<file path="src/rtl/coil_pio_master.sv">
// -----------------------------------------------------------------------------
// coil_pio_master
//   Single-outstanding command master for a small Avalon-MM register slave
//   (typical use: coil driver PIO block). A command is accepted in IDLE, turned
//   into one Avalon-MM access and completed with a one-cycle response pulse.
//   SET and CLEAR are fixed-address writes to registers 4 and 5 carrying a
//   bit mask. Reads use a fixed slave latency; stalled accesses are abandoned
//   after TIMEOUT waitrequest cycles.
//
// Parameters
//   ADDR_W        Avalon-MM address width
//   DATA_W        command / write / read data width
//   READ_LATENCY  slave read latency after the accept cycle (0..3)
//   TIMEOUT       stalled ACCESS cycles before abandoning (1..65535)
//
// Ports
//   clk, reset_n            clock, asynchronous active-low reset
//   cmd_valid/cmd_ready     command handshake
//   cmd_op                  00 WRITE, 01 READ, 10 SET, 11 CLEAR
//   cmd_addr, cmd_data      target address (WRITE/READ), data or bit mask
//   avm_*                   Avalon-MM master port
//   rsp_valid               one-cycle completion pulse
//   rsp_data, rsp_timeout   read data / abandon flag, held until next response
// -----------------------------------------------------------------------------
module coil_pio_master #(
   parameter int unsigned ADDR_W       = 3,
   parameter int unsigned DATA_W       = 32,
   parameter int unsigned READ_LATENCY = 1,
   parameter int unsigned TIMEOUT      = 255
) (
   input  logic              clk,
   input  logic              reset_n,
   input  logic              cmd_valid,
   output logic              cmd_ready,
   input  logic [1:0]        cmd_op,
   input  logic [ADDR_W-1:0] cmd_addr,
   input  logic [DATA_W-1:0] cmd_data,
   output logic [ADDR_W-1:0] avm_address,
   output logic              avm_chipselect,
   output logic              avm_write_n,
   output logic              avm_read_n,
   output logic [DATA_W-1:0] avm_writedata,
   input  logic [DATA_W-1:0] avm_readdata,
   input  logic              avm_waitrequest,
   output logic              rsp_valid,
   output logic [DATA_W-1:0] rsp_data,
   output logic              rsp_timeout
);

   typedef enum logic [1:0] {
      IDLE   = 2'd0,
      ACCESS = 2'd1,
      RDWAIT = 2'd2,
      RESP   = 2'd3
   } state_t;

   localparam logic [1:0]        OP_READ  = 2'b01;
   localparam logic [1:0]        OP_SET   = 2'b10;
   localparam logic [1:0]        OP_CLEAR = 2'b11;
   localparam logic [ADDR_W-1:0] SET_ADDR = ADDR_W'(4);
   localparam logic [ADDR_W-1:0] CLR_ADDR = ADDR_W'(5);
   // Comparing the pre-increment count lets the access end after exactly
   // TIMEOUT stalled cycles, with the strobes dropping in the following cycle.
   localparam logic [15:0]       STALL_LAST = 16'(TIMEOUT - 1);
   localparam logic [1:0]        RD_LAT     = 2'(READ_LATENCY);

   state_t              state_q, state_d;
   logic                ready_q, ready_d;
   logic [ADDR_W-1:0]   addr_q, addr_d;
   logic [DATA_W-1:0]   wdata_q, wdata_d;
   logic                is_read_q, is_read_d;
   logic [15:0]         stall_q, stall_d;
   logic [1:0]          lat_q, lat_d;
   logic [DATA_W-1:0]   rdata_q, rdata_d;
   logic                timeout_q, timeout_d;

   always_ff @(posedge clk or negedge reset_n) begin
      if (!reset_n) begin
         state_q   <= IDLE;
         ready_q   <= 1'b0;
         addr_q    <= '0;
         wdata_q   <= '0;
         is_read_q <= 1'b0;
         stall_q   <= '0;
         lat_q     <= '0;
         rdata_q   <= '0;
         timeout_q <= 1'b0;
      end else begin
         state_q   <= state_d;
         ready_q   <= ready_d;
         addr_q    <= addr_d;
         wdata_q   <= wdata_d;
         is_read_q <= is_read_d;
         stall_q   <= stall_d;
         lat_q     <= lat_d;
         rdata_q   <= rdata_d;
         timeout_q <= timeout_d;
      end
   end

   always_comb begin
      state_d   = state_q;
      addr_d    = addr_q;
      wdata_d   = wdata_q;
      is_read_d = is_read_q;
      stall_d   = stall_q;
      lat_d     = lat_q;
      rdata_d   = rdata_q;
      timeout_d = timeout_q;

      case (state_q)
         IDLE: begin
            if (cmd_valid && ready_q) begin
               state_d   = ACCESS;
               wdata_d   = cmd_data;
               is_read_d = (cmd_op == OP_READ);
               stall_d   = '0;
               case (cmd_op)
                  OP_SET:   addr_d = SET_ADDR;
                  OP_CLEAR: addr_d = CLR_ADDR;
                  default:  addr_d = cmd_addr;
               endcase
            end
         end

         ACCESS: begin
            if (avm_waitrequest) begin
               stall_d = stall_q + 16'd1;
               if (stall_q == STALL_LAST) begin
                  state_d   = RESP;
                  rdata_d   = '0;
                  timeout_d = 1'b1;
               end
            end else if (is_read_q) begin
               if (RD_LAT == 2'd0) begin
                  state_d   = RESP;
                  rdata_d   = avm_readdata;
                  timeout_d = 1'b0;
               end else begin
                  state_d = RDWAIT;
                  lat_d   = 2'd1;
               end
            end else begin
               state_d   = RESP;
               rdata_d   = '0;
               timeout_d = 1'b0;
            end
         end

         // lat_q counts cycles since the accept cycle; data is taken when it
         // equals the configured latency.
         RDWAIT: begin
            if (lat_q == RD_LAT) begin
               state_d   = RESP;
               rdata_d   = avm_readdata;
               timeout_d = 1'b0;
            end else begin
               lat_d = lat_q + 2'd1;
            end
         end

         RESP: begin
            state_d = IDLE;
         end

         default: begin
            state_d = IDLE;
         end
      endcase

      // Registered so that it stays low throughout reset and rises one edge
      // after release, and is already high in the cycle following RESP.
      ready_d = (state_d == IDLE);
   end

   assign cmd_ready      = ready_q;
   assign avm_address    = addr_q;
   assign avm_writedata  = wdata_q;
   assign avm_chipselect = (state_q == ACCESS);
   assign avm_write_n    = !((state_q == ACCESS) && !is_read_q);
   assign avm_read_n     = !((state_q == ACCESS) && is_read_q);
   assign rsp_valid      = (state_q == RESP);
   assign rsp_data       = rdata_q;
   assign rsp_timeout    = timeout_q;

endmodule

</file>
<file path="config.mk">
export PLATFORM = sky130hd
export DESIGN_NAME = coil_pio_master
export DESIGN_NICKNAME = d
export VERILOG_FILES = /design/src/rtl/coil_pio_master.sv
export SDC_FILE = /design/constraint.sdc
export NUM_CORES = 1
export LEC_CHECK = 0
export ABC_CLOCK_PERIOD_IN_PS = 5800
export BUFFER_PORTS_ARGS = -buffer_cell sky130_fd_sc_hd__buf_2
export CAP_MARGIN = 20
export CORE_MARGIN = 1
export CORE_UTILIZATION = 55
export CTS_BUF_LIST = sky130_fd_sc_hd__clkbuf_8 sky130_fd_sc_hd__clkbuf_16
export CTS_CLUSTER_DIAMETER = 200
export CTS_CLUSTER_SIZE = 30
export DETAILED_ROUTE_END_ITERATION = 7
export PLACE_DENSITY = 0.91
export SLEW_MARGIN = 20
export SYNTH_ARGS = -nofsm -noshare
export SYNTH_HDL_FRONTEND = slang
export SYNTH_SLANG_ARGS = --single-unit
</file>
<file path="constraint.sdc">
create_clock -name clk -period 5.8 [get_ports clk]
set_input_delay 0.58 -clock clk [delete_from_list [all_inputs] [get_ports clk]]
set_output_delay 0.58 -clock clk [all_outputs]
set_load 0.05 [all_outputs]
</file>
# --- After elaboration in Yosys (flattened, before gate mapping) ---
# Cells that the tools add are included.
classes:
  n_div: 0
  reduce_logical: 14
  n_lt_le_gt_ge: 0
  shift: 0
  n_bitwise: 0
  eq_ne: 16
  n_addsub: 2
  multipliers: 0
  mux: 24
ops:
  columns: ["operator", "count"]
  rows:
  - ["two-way mux 32 bit", 4]
  - ["one-hot mux 32 bit (2 select lines)", 1]
  - ["two-way mux 16 bit", 2]
  - ["one-hot mux 16 bit (2 select lines)", 1]
  - ["adder 16 x 1 -> 16 bit (second input constant)", 1]
  - ["== test 16 x 8 -> 1 bit (second input constant)", 1]
  - ["two-way mux 2 bit", 7]
  - ["== test 2 bit (second input constant)", 4]
  - ["!= test 2 bit (second input constant)", 4]
  - ["one-hot mux 2 bit (4 select lines)", 1]
  - ["AND reduction 4 bit", 2]
  - ["== test 2 x 1 -> 1 bit (second input constant)", 3]
  - ["one-hot mux 3 bit (2 select lines)", 1]
  - ["two-way mux 1 bit", 5]
  - ["zero test 2 bit", 2]
  - ["!= test 2 x 1 -> 1 bit (second input constant)", 2]
  - ["one-hot mux 2 bit (2 select lines)", 1]
  - ["nonzero test 2 bit", 2]
  - ["logical AND 1 bit", 3]
  - ["zero test 1 bit", 3]
  - ["!= test 3 x 2 -> 1 bit (second input constant)", 1]
  - ["!= test 3 bit (second input constant)", 1]
  - ["AND reduction 3 bit", 1]
  - ["adder 2 x 1 -> 2 bit (second input constant)", 1]
  - ["2 further kinds", 2]
word_totals:
  n_memories: 0
  ram_bits: 0
  regBits: 90
  out_inout_bits: 73
  latchBits: 0
  rom_bits: 0
  wordCells: 65
  inputBits: 73

# --- Longest topological paths before layout ---
# Gate-level depths: netlist of run 1.
depth:
  ltp_word: 5
  depth_mapped: 9
  mapped_depth_nobuf: 6

# --- Least setup slack after synthesis of run 1 ---
# OpenSTA, ideal clock, no wires.
synth_timing:
  path_type: "register -> output"
  from: "register state_q[1]"
  to: "output avm_read_n"
  t_arrival_ns: 1.704
  path_buffers: 1
  slack_ns: 3.516
  stages_incl_launch_ff: 5
  path_cell_list: "dfrtp_1 > inv_1 > ha_1 > clkbuf_1 > nand2_1"
synth_between:
  elab_chain_len: 3
synth_lines:
  columns: ["element", "line", "source"]
  rows:
  - ["from (decl)", "67", "state_t state_q, state_d;"]
  - ["from (signal assigned)", "89", "state_q <= state_d;"]
  - ["== test 2 x 1 -> 1 bit", null, null]
  - ["via avm_chipselect", "39", "output logic avm_chipselect,"]
  - ["logical AND 1 bit", "181", "assign avm_read_n = !((state_q == ACCESS) && is_read_q);"]
  - ["zero test 1 bit", "181", null]
  - ["to (decl)", "41", "output logic avm_read_n,"]
# The timed path passes the listed nets, and every way through them passes these cells.

# --- Final worst setup path of run 1 ---
layout_timing:
  from: "register state_q[0]"
  to: "register rdata_q[13] (netlist: rsp_data[13])"
layout_between:
  elab_chain_len: 3
  word_cells_on_any_way: 8
  classes_between: "5 x eq/ne; 1 x mux; 2 x reduce/logical"
layout_lines:
  columns: ["element", "line", "source"]
  rows:
  - ["== test 2 x 1 -> 1 bit / == test 2 bit (equally long branches)", "111", "case (state_q)"]
  - ["!= test 3 x 2 -> 1 bit (no line) (tied with other cells)", null, null]
  - ["AND reduction 4 bit (no line)", null, null]
  - ["to (signal assigned)", "96", "rdata_q <= rdata_d;"]
  - ["to (decl)", "74", "logic [DATA_W-1:0] rdata_q, rdata_d;"]
# Parallel ways exist; a longest one is shown, timed or not.
# A chain may end at the register's enable or synchronous reset.

==> results of run 1 <==
## where the power goes
part	switching (mW)	total [mW]	internal [mW]
clock	0.247	0.454	0.207
combinational	1.38	1.86	0.478
sequential	0.153	0.981	0.828
## how the worst min path moves through the flow
stage / from / end / slack (ns)
after CTS: cmd_data[5] / avm_writedata[5] / 0.38
final: reset_n / avm_writedata[5] / 0.26
after global routing: reset_n / avm_writedata[8] / 0.35
after detailed placement: avm_writedata[23] / avm_writedata[23] / 0.46
after floorplan: reset_n / avm_address[0] / 0.28
after global placement: avm_address[1] / avm_address[1] / 0.45
## worst max-delay path: cells and delay by family (launching register included)
| family | cells | cell delay (ns) |
|---|---|---|
| and+or+nand+nor | 1 | 0.75 |
| buffers and inverters | 1 | 0.09 |
| AOI/OAI and AO/OA | 2 | 0.85 |
| DFF | 1 | 0.45 |
| adders and majority gates | 1 | 1.03 |
## routing by layer
metal	track usage (%)	wire length, um
met1	33.7	5400
met5	0	0
met4	11.8	283
met3	6.16	1010
met2	45.3	6380
## layout make-up
cell class	count	area, um^2
fill	678	2860
multi-input combinational	418	2580
sequential	90	2250
timing repair buffer	150	782
tap	108	135
clock buffer	9	124
clock inverter	7	81.3
inverter	9	33.8
## stage by stage
step	std cells	area, um^2
after global routing	791	5990
final	791	5990
after floorplan	569	5080
after global placement	774	5750
after detailed placement	774	5760
after CTS	790	5960
## registers in the layout, summed over array words and instances (netlist names)
| name | flops |
|---|---|
| avm_address | 3 |
| avm_writedata | 32 |
| cmd_ready | 1 |
| is_read_q | 1 |
| lat_q | 2 |
| rsp_data | 32 |
| rsp_timeout | 1 |
| stall_q | 16 |
| state_q | 2 |
## cells in the final DEF (no fill, tap or decap), types with 3 or more instances in the layout
cell type,instances
o21ai_0,9
inv_6,3
clkbuf_8,9
a221oi_2,6
nor3_1,3
or4_1,3
mux2i_1,4
ha_1,6
nand2_1,115
o211ai_1,31
or3_1,5
a21oi_1,10
nor2_1,8
nand3_1,36
or2_2,3
nand4_1,35
a221oi_1,25
and3_1,34
inv_1,9
o31ai_1,3
a211oi_1,3
nand2b_1,5
dfrtp_1,90
and2_1,35
buf_4,4
buf_2,144
## cells by family (layout without fill, tap and decap cells)
kind of cell | count (synthesis) | after routing | synth area share, %
simple gates | 294 | 294 | 30.1
compound gates | 110 | 110 | 17.4
buf+inv | 61 | 175 | 5.08
flops | 90 | 90 | 44.4
fa+ha+maj | 7 | 7 | 1.72
xor+xnor | 3 | 3 | 0.518
mux | 4 | 4 | 0.789
==> reports/results.ini, run 1 <==
[global_route]
antenna_found_initial = 0
grt_pass1_wl_um = 21400
gr-total-overflow = 0
grt_pass1_vias = 4749
grt_max_degree = 91
grt_usage_pct = 27.1

[critical_path]
critical_path_class = reg2reg
r2r-start = state_q[0]
r2r-end = rsp_data[13]
endpoint_kind = flip-flop
path_cells = inv_1, ha_1, nand2_2, a221o_1, a311o_1
reg2reg_slack_ns = 2.49
crit_start = state_q[0]
cp.required_ns = 6.07
ff2ff_path_depth = 5
cp_max_fo = 34
slowest_delay_ns = 1.03
critPathArrivalTime_ns = 3.58
cp_slowest_cell = ha_1
worstSetupStartpointType = flip-flop
crit_end = rsp_data[13]

[run_status]
violations = design-rule violations
status = complete, but fails checks

[synthesis]
async_flop_share_pct = 100
synth_seq_cells = 90
synth.top_cell.area_share_pct = 44.4
synth_edf_count = 0
syn_nets = 649
yosys.cell_types.count = 58
synth-seq-area-share_pct = 44.4
ys.flop_type = dfrtp_1
syn_avg_cell_area_um2 = 8.92
yosysMostFrequentCell = nand2_1
synth.area.top_cells = dfrtp_1, nand2_1, o211ai_1
netlist_instances = 569
synth_top_area_cell = dfrtp_1
netlist_area_um2 = 5080
yosys_warnings = 0
synthTopCellsByCount = nand2_1, dfrtp_1, nand3_1, and2_1, nand4_1

[clock_tree]
hold_buffers = 0
cts_tree = done
post-cts-setup-buffer-count = 0
htree_levels = 3
cts_buffer_depth = 2
cts_sinks = 90
ctsResizeCount = 0
clock_latency_ns = 0.37
clockRootBuffer = clkbuf_8
numCtsBuffers = 9
cts.clk_slew.worst_paths_ns = 0.11

[drt]
via_per_inst = 6.26
vias = 4954
drt-initial-drc-count = 402
drc = 6
detail_route.wl_per_cell_um = 16.5
drt_wl_total_um = 13100
antenna_left = 0
dr.pass1.iters = 8

[sta]
rsz0062_at_grt = false
final.setup.tns_ns = 0
finalWorstSetupSlack_ns = 2.49
max_freq_ghz = 0.302
final-hold-violation-count = 0
holdWs_ns = 0.263
min_period_ns = 3.31
post-route-period-util_pct = 57.0
slew_headroom_pct = 25.9
fin_worst_skew_ns = 0.0204
setup_viol = 0
maxSlewViolCount = 0
worst_pin_slew_ns = 1.11

[placement]
post-place-ws_ns = 2.44
portBuffers = 145
dpl.hpwl_um = 8410
gp_congestion = 0.803

[floorplanning]
initial_core_util_pct = 57.4
io_pins = 146
die_y_um = 98.1
rows = 34
dieArea_um2 = 9620
die_w_um = 98.1
core_um2 = 8850

[finish]
area_growth_pct = 17.9
antenna_cells = 0
fin_util_pct = 67.7
nets = 758
drive_above_1_share_pct = 27.1

[worst_hold_path]
hold_class = in2async

[pwr]
power_mw = 3.29
leakage_nw = 2.97
peakVddDrop_v = 0.000397
power_density_nw_per_um2 = 550

[flow_run]
drv_cap = 0

No activity file was read; power rests on OpenSTA's default activity.
==> run 2: changes to the inputs <==
--- a/config.mk
+++ b/config.mk
@@ -5,16 +5,16 @@
 export SDC_FILE = /design/constraint.sdc
 export NUM_CORES = 1
 export LEC_CHECK = 0
-export ABC_CLOCK_PERIOD_IN_PS = 5800
+export ABC_CLOCK_PERIOD_IN_PS = 2800
 export BUFFER_PORTS_ARGS = -buffer_cell sky130_fd_sc_hd__buf_2
 export CAP_MARGIN = 20
 export CORE_MARGIN = 1
-export CORE_UTILIZATION = 55
+export CORE_UTILIZATION = 47
 export CTS_BUF_LIST = sky130_fd_sc_hd__clkbuf_8 sky130_fd_sc_hd__clkbuf_16
 export CTS_CLUSTER_DIAMETER = 200
 export CTS_CLUSTER_SIZE = 30
 export DETAILED_ROUTE_END_ITERATION = 7
-export PLACE_DENSITY = 0.91
+export PLACE_DENSITY = 0.83
 export SLEW_MARGIN = 20
 export SYNTH_ARGS = -nofsm -noshare
 export SYNTH_HDL_FRONTEND = slang
==> constraint.sdc (replaced) <==
create_clock -name clk -period 2.8 [get_ports clk]
set_input_delay 0.28 -clock clk [delete_from_list [all_inputs] [get_ports clk]]
set_output_delay 0.28 -clock clk [all_outputs]
set_load 0.05 [all_outputs]
==> run 2 against run 1 <==
The run now ends clean. Setup slack lost 2.1 ns. Fmax grew 39%. Via count grew 2.2%.
==> reports/results.ini, run 2 (same netlist as run 1, synthesis figures left out) <==
[run_status]
status = finished, final reports clean

[drt]
detail_route.wl_per_cell_um = 16.5  ; -0.23%
drc = 0  ; -6
vias = 5062  ; +2.2%
dr.pass1.iters = 5  ; -3
antenna_left = 0  ; unchanged
via_per_inst = 6.08  ; -3.0%
drt_wl_total_um = 13700  ; +5.1%
drt-initial-drc-count = 469  ; +17%

[global_route]
grt_usage_pct = 25.2  ; -1.9 points
gr-total-overflow = 0  ; unchanged
grt_max_degree = 55  ; -40%
antenna_found_initial = 0  ; unchanged
grt_pass1_vias = 4915  ; +3.5%
grt_pass1_wl_um = 23000  ; +7.3%

[placement]
post-place-ws_ns = 0.495  ; -1.94 ns
gp_congestion = 0.844  ; +5.2%
dpl.hpwl_um = 9220  ; +9.6%
portBuffers = 145  ; unchanged
place_area_um2 = 5920  ; +2.8%

[pwr]
power_frac_seq_pct = 29.3  ; -0.5 points
p_switching_mw = 3.74  ; +110%
pwr-share-comb_pct = 57.3  ; +0.9 points
clkPwrFrac_pct = 13.4  ; -0.4 points
peakVddDrop_v = 0.000768  ; +93%
p_int_mw = 3.21  ; +110%
power_density_nw_per_um2 = 1130  ; +110%
leakage_nw = 3.04  ; +2.4%
p_sw_share_pct = 53.8  ; -0.25 points

[sta]
post-route-period-util_pct = 85.1  ; +28 points
final-hold-violation-count = 0  ; unchanged
fin_worst_skew_ns = 0.00961  ; -0.0108 ns
worst_pin_slew_ns = 0.726  ; -0.386 ns
holdWs_ns = 0.0929  ; -0.171 ns
min_period_ns = 2.38  ; -0.922 ns
slew_headroom_pct = 51.6  ; +26 points
setup_viol = 0  ; unchanged
maxSlewViolCount = 0  ; unchanged
rsz0062_at_grt = false
max_freq_ghz = 0.420  ; +39%
final.setup.tns_ns = 0  ; unchanged
finalWorstSetupSlack_ns = 0.417  ; -2.08 ns

[finish]
multi_input_area_um2 = 2570  ; -0.19%
antenna_cells = 0  ; unchanged
area_growth_pct = 20.7
fin_area_um2 = 6130  ; +2.4%
fin_util_pct = 58.9  ; -8.8 points
final_common_cell = buf_2
nets = 772  ; +1.8%
drive_above_1_share_pct = 28.0  ; +0.89 points
regArea_um2 = 2250  ; unchanged
final_cell_mix = buf_2, nand2_1, dfrtp_1, nand3_1
n_fill_cell = 908  ; +34%

[clock_tree]
cts_sinks = 90  ; unchanged
clockRootBuffer = clkbuf_8
cts_tree = done
hold_buffers = 1  ; +1
htree_levels = 3  ; unchanged
post-cts-setup-buffer-count = 0  ; unchanged
clock_latency_ns = 0.37  ; about the same
cts_buffer_depth = 2  ; unchanged
ctsResizeCount = 0  ; unchanged
numCtsBuffers = 9  ; unchanged
cts.clk_slew.worst_paths_ns = 0.10  ; about the same

[critical_path]
ff2ff_path_depth = 7  ; +2
critPathArrivalTime_ns = 2.62  ; -0.96 ns
worstSetupStartpointType = flip-flop
r2r-start = state_q[1]
cp.required_ns = 3.03  ; -3.04 ns
cp_slowest_cell = o21a_2
cp_max_fo = 32  ; -5.9%
reg2reg_slack_ns = 0.42  ; -2.08 ns
r2r-end = rsp_data[6]
slowest_delay_ns = 0.55  ; -0.48 ns
endpoint_kind = flip-flop
critical_path_class = reg2reg
path_cells = inv_1, ha_1, o21a_2, nor3b_4, buf_4, a221oi_1, o211ai_1

[floorplanning]
dieArea_um2 = 11200  ; +17%
io_pins = 146  ; unchanged
core_um2 = 10400  ; +18%
die_y_um = 106  ; +8.0%
rows = 37  ; +8.8%
die_w_um = 106  ; +8.0%
initial_core_util_pct = 48.7  ; -8.6 points

[worst_hold_path]
hold_class = in2reg
hold_depth = 3
min_from = cmd_data[21]
holdPathEnd = avm_writedata[21]

[flow_run]
drv_cap = 0  ; unchanged

[run 2: cell types whose count changed in the layout (fill, tap and decap cells not counted)]
cell,previous run,this run
buf_12,1,2
buf_4,4,17
buf_6,1,0
clkinv_2,1,0
clkinv_4,1,0
clkinvlp_4,0,2
dlygate4sd3_1,0,1
ha_1,6,7
ha_2,1,0
inv_1,9,10
inv_6,3,2
nand2_1,115,116
nand2_2,1,0
[run 2: metrics by stage]
step | cells | power [mW]
2_1_floorplan | 569 | 4.96
3_3_place_gp | 816 | 5.85
3_5_place_dp | 816 | 5.99
4_1_cts | 833 | 6.93
5_1_grt | 833 | 7.33
6_report | 833 | 6.94
[run 2: how the worst max path moves through the flow]
stage,slack [ns],start,end,depth (start not counted)
floorplan,0.69,state_q[1],stall_q[13],6
global placement,0.61,state_q[1],rsp_data[13],6
detailed placement,0.49,lat_q[1],rsp_data[28],7
CTS,0.46,state_q[1],rsp_data[6],7
global route,0.23,state_q[1],rsp_data[31],7
finish,0.42,state_q[1],rsp_data[6],7
[run 2: critical path: cells and delay by family, from the launching register on]
| family | cells | cell delay (ns) |
|---|---|---|
| AOI/OAI and AO/OA | 3 | 1.00 |
| DFF | 1 | 0.42 |
| buffers and inverters | 2 | 0.32 |
| adders and majority gates | 1 | 0.32 |
| and+or+nand+nor | 1 | 0.17 |
[run 2: final cells by class]
type	instances	share of cell area, %
well taps	136	2.78
inverters	9	0.551
clock inverters	7	1.27
repair buffers	164	14.7
flip-flops and latches	90	36.7
clock buffers	9	2.02
multi-input cells	418	42.0
[run 2: power groups by stage]
stage                     clock, mW  combinational (mW)  sequential [mW]
after floorplan                   0                1.74             3.22
after global placement            0                3.83             2.01
after detailed placement          0                3.95             2.04
after CTS                     0.944                3.96             2.03
after global routing           1.01                4.24             2.09
final                         0.932                3.98             2.03
[run 2: per-layer routing]
| metal | share of wire, % | routed length (um) | global-route usage, % |
|---|---|---|---|
| met1 | 42 | 5720 | 33.1 |
| met2 | 50 | 6830 | 40.9 |
| met3 | 6.5 | 892 | 4.54 |
| met4 | 2.2 | 299 | 10.7 |
| met5 | 0 | 0 | 0 |
==> run 3: changes to the inputs <==
--- a/config.mk
+++ b/config.mk
@@ -14,6 +14,7 @@
 export CTS_CLUSTER_DIAMETER = 200
 export CTS_CLUSTER_SIZE = 30
 export DETAILED_ROUTE_END_ITERATION = 7
+export MAX_ROUTING_LAYER = met4
 export PLACE_DENSITY = 0.83
 export SLEW_MARGIN = 20
 export SYNTH_ARGS = -nofsm -noshare
==> run 3 against run 2 <==
Critical path depth did not move. Power grew 0.14%. Via count fell by 0.47%. Non-clock buffer count is the same. Combinational power is essentially flat. Core utilization did not move. Hold slack lost 0.0015 ns. Wire length increased by 0.66%. Global-route usage grew 0.69 points. Die area is the same. Clock skew rose by 0.0014 ns. Largest cell class unchanged. Register-to-register slack about the same.
==> reports/results.ini, run 3 (same netlist as run 1, synthesis figures left out) <==
[finish]
fin_area_um2 = 6130  ; unchanged
nets = 772  ; unchanged
drive_above_1_share_pct = 28.0  ; unchanged
final_common_cell = buf_2
area_growth_pct = 20.7  ; unchanged
antenna_cells = 0  ; unchanged
final_cell_mix = buf_2, nand2_1, dfrtp_1, nand3_1

[placement]
post-place-ws_ns = 0.495  ; unchanged
gp_congestion = 0.857  ; +1.6%
place_area_um2 = 5920  ; unchanged
portBuffers = 145  ; unchanged
dpl.hpwl_um = 9220  ; unchanged

[sta]
min_period_ns = 2.39  ; +0.00960 ns
maxSlewViolCount = 0  ; unchanged
rsz0062_at_grt = false
finalWorstSetupSlack_ns = 0.407  ; -0.00960 ns
final.setup.tns_ns = 0  ; unchanged
slew_headroom_pct = 51.1  ; -0.50 points
max_freq_ghz = 0.418  ; -0.40%
post-route-period-util_pct = 85.5  ; +0.34 points
holdWs_ns = 0.0914  ; -0.00148 ns
fin_worst_skew_ns = 0.0110  ; +0.00138 ns
final-hold-violation-count = 0  ; unchanged
setup_viol = 0  ; unchanged
worst_pin_slew_ns = 0.733  ; +0.00751 ns

[global_route]
grt_pass1_wl_um = 23000  ; -0.12%
grt_pass1_vias = 4914  ; -0.020%
gr-total-overflow = 0  ; unchanged
grt_max_degree = 55  ; unchanged
antenna_found_initial = 0  ; unchanged
grt_usage_pct = 25.9  ; +0.69 points

[clock_tree]
hold_buffers = 1  ; unchanged
numCtsBuffers = 9  ; unchanged
clock_latency_ns = 0.37  ; about the same
cts_sinks = 90  ; unchanged
clockRootBuffer = clkbuf_8
post-cts-setup-buffer-count = 0  ; unchanged
cts_tree = done
htree_levels = 3  ; unchanged
cts.clk_slew.worst_paths_ns = 0.10  ; about the same
ctsResizeCount = 0  ; unchanged
cts_buffer_depth = 2  ; unchanged

[pwr]
leakage_nw = 3.04  ; unchanged
peakVddDrop_v = 0.000768  ; about the same
power_density_nw_per_um2 = 1130  ; +0.14%

[critical_path]
critPathArrivalTime_ns = 2.63  ; about the same
cp_max_fo = 32  ; unchanged
critical_path_class = reg2reg
cp.required_ns = 3.04  ; about the same
worstSetupStartpointType = flip-flop
endpoint_kind = flip-flop

[drt]
drc = 0  ; unchanged
detail_route.wl_per_cell_um = 16.6  ; +0.66%
via_per_inst = 6.05  ; -0.47%
vias = 5038  ; -0.47%
drt_wl_total_um = 13800  ; +0.66%
dr.pass1.iters = 5  ; unchanged
drt-initial-drc-count = 392  ; -16%
antenna_left = 0  ; unchanged

[floorplanning]
initial_core_util_pct = 48.7  ; unchanged
rows = 37  ; unchanged
io_pins = 146  ; unchanged
die_w_um = 106  ; unchanged
die_y_um = 106  ; unchanged
core_um2 = 10400  ; unchanged
dieArea_um2 = 11200  ; unchanged

[flow_run]
drv_cap = 0  ; unchanged

[run_status]
status = finished, final reports clean

[worst_hold_path]
hold_class = in2reg

-- run 3: critical path, cell delays in order (launching register included) --
cell,delay [ns]
dfrtp_1,0.42
inv_1,0.09
ha_1,0.32
o21a_2,0.55
nor3b_4,0.17
buf_4,0.23
a221oi_1,0.29
o211ai_1,0.16
-- run 3: through the flow --
stage	power (mW)	utilization, %	std cells
floorplan	4.96	-	569
global placement	5.85	56.8	816
detailed placement	5.99	56.8	816
CTS	6.93	58.9	833
global route	7.33	58.9	833
finish	6.95	58.9	833
-- run 3: report_power, final --
group	internal, mW	switching, mW
sequential	1.71	0.321
combinational	1.07	2.91
clock	0.422	0.514
-- run 3: final cells by class --
cell class | count | area (um^2)
fillers | 908 | 4290
multi-input cells | 418 | 2570
flip-flops and latches | 90 | 2250
repair buffers | 164 | 898
well taps | 136 | 170
clock buffers | 9 | 124
clock inverters | 7 | 77.6
inverters | 9 | 33.8
-- run 3: final timing paths --
| check | startpoint | endpoint | slack (ns) | depth (start not counted) |
|---|---|---|---|---|
| setup reg to reg | state_q[1] | rsp_data[6] | 0.41 | 7 |
| max in group asynchronous | reset_n | avm_writedata[2] | 1.54 | 3 |
| hold reg to reg | avm_writedata[21] | avm_writedata[21] | 0.48 | 2 |
| min in group asynchronous | reset_n | avm_writedata[6] | 0.49 | 2 |
| hold / removal | cmd_data[21] | avm_writedata[21] | 0.09 | 3 |
| setup / recovery | state_q[1] | rsp_data[6] | 0.41 | 7 |
-- run 3: per-layer routing --
layer	vias to the layer above	global-route usage, %	share of wire (%)
li1	2327	-	-
met1	2443	33.1	42
met2	233	41.0	49
met3	35	4.17	6.0
met4	0	10.7	2.1
met5	-	-	0
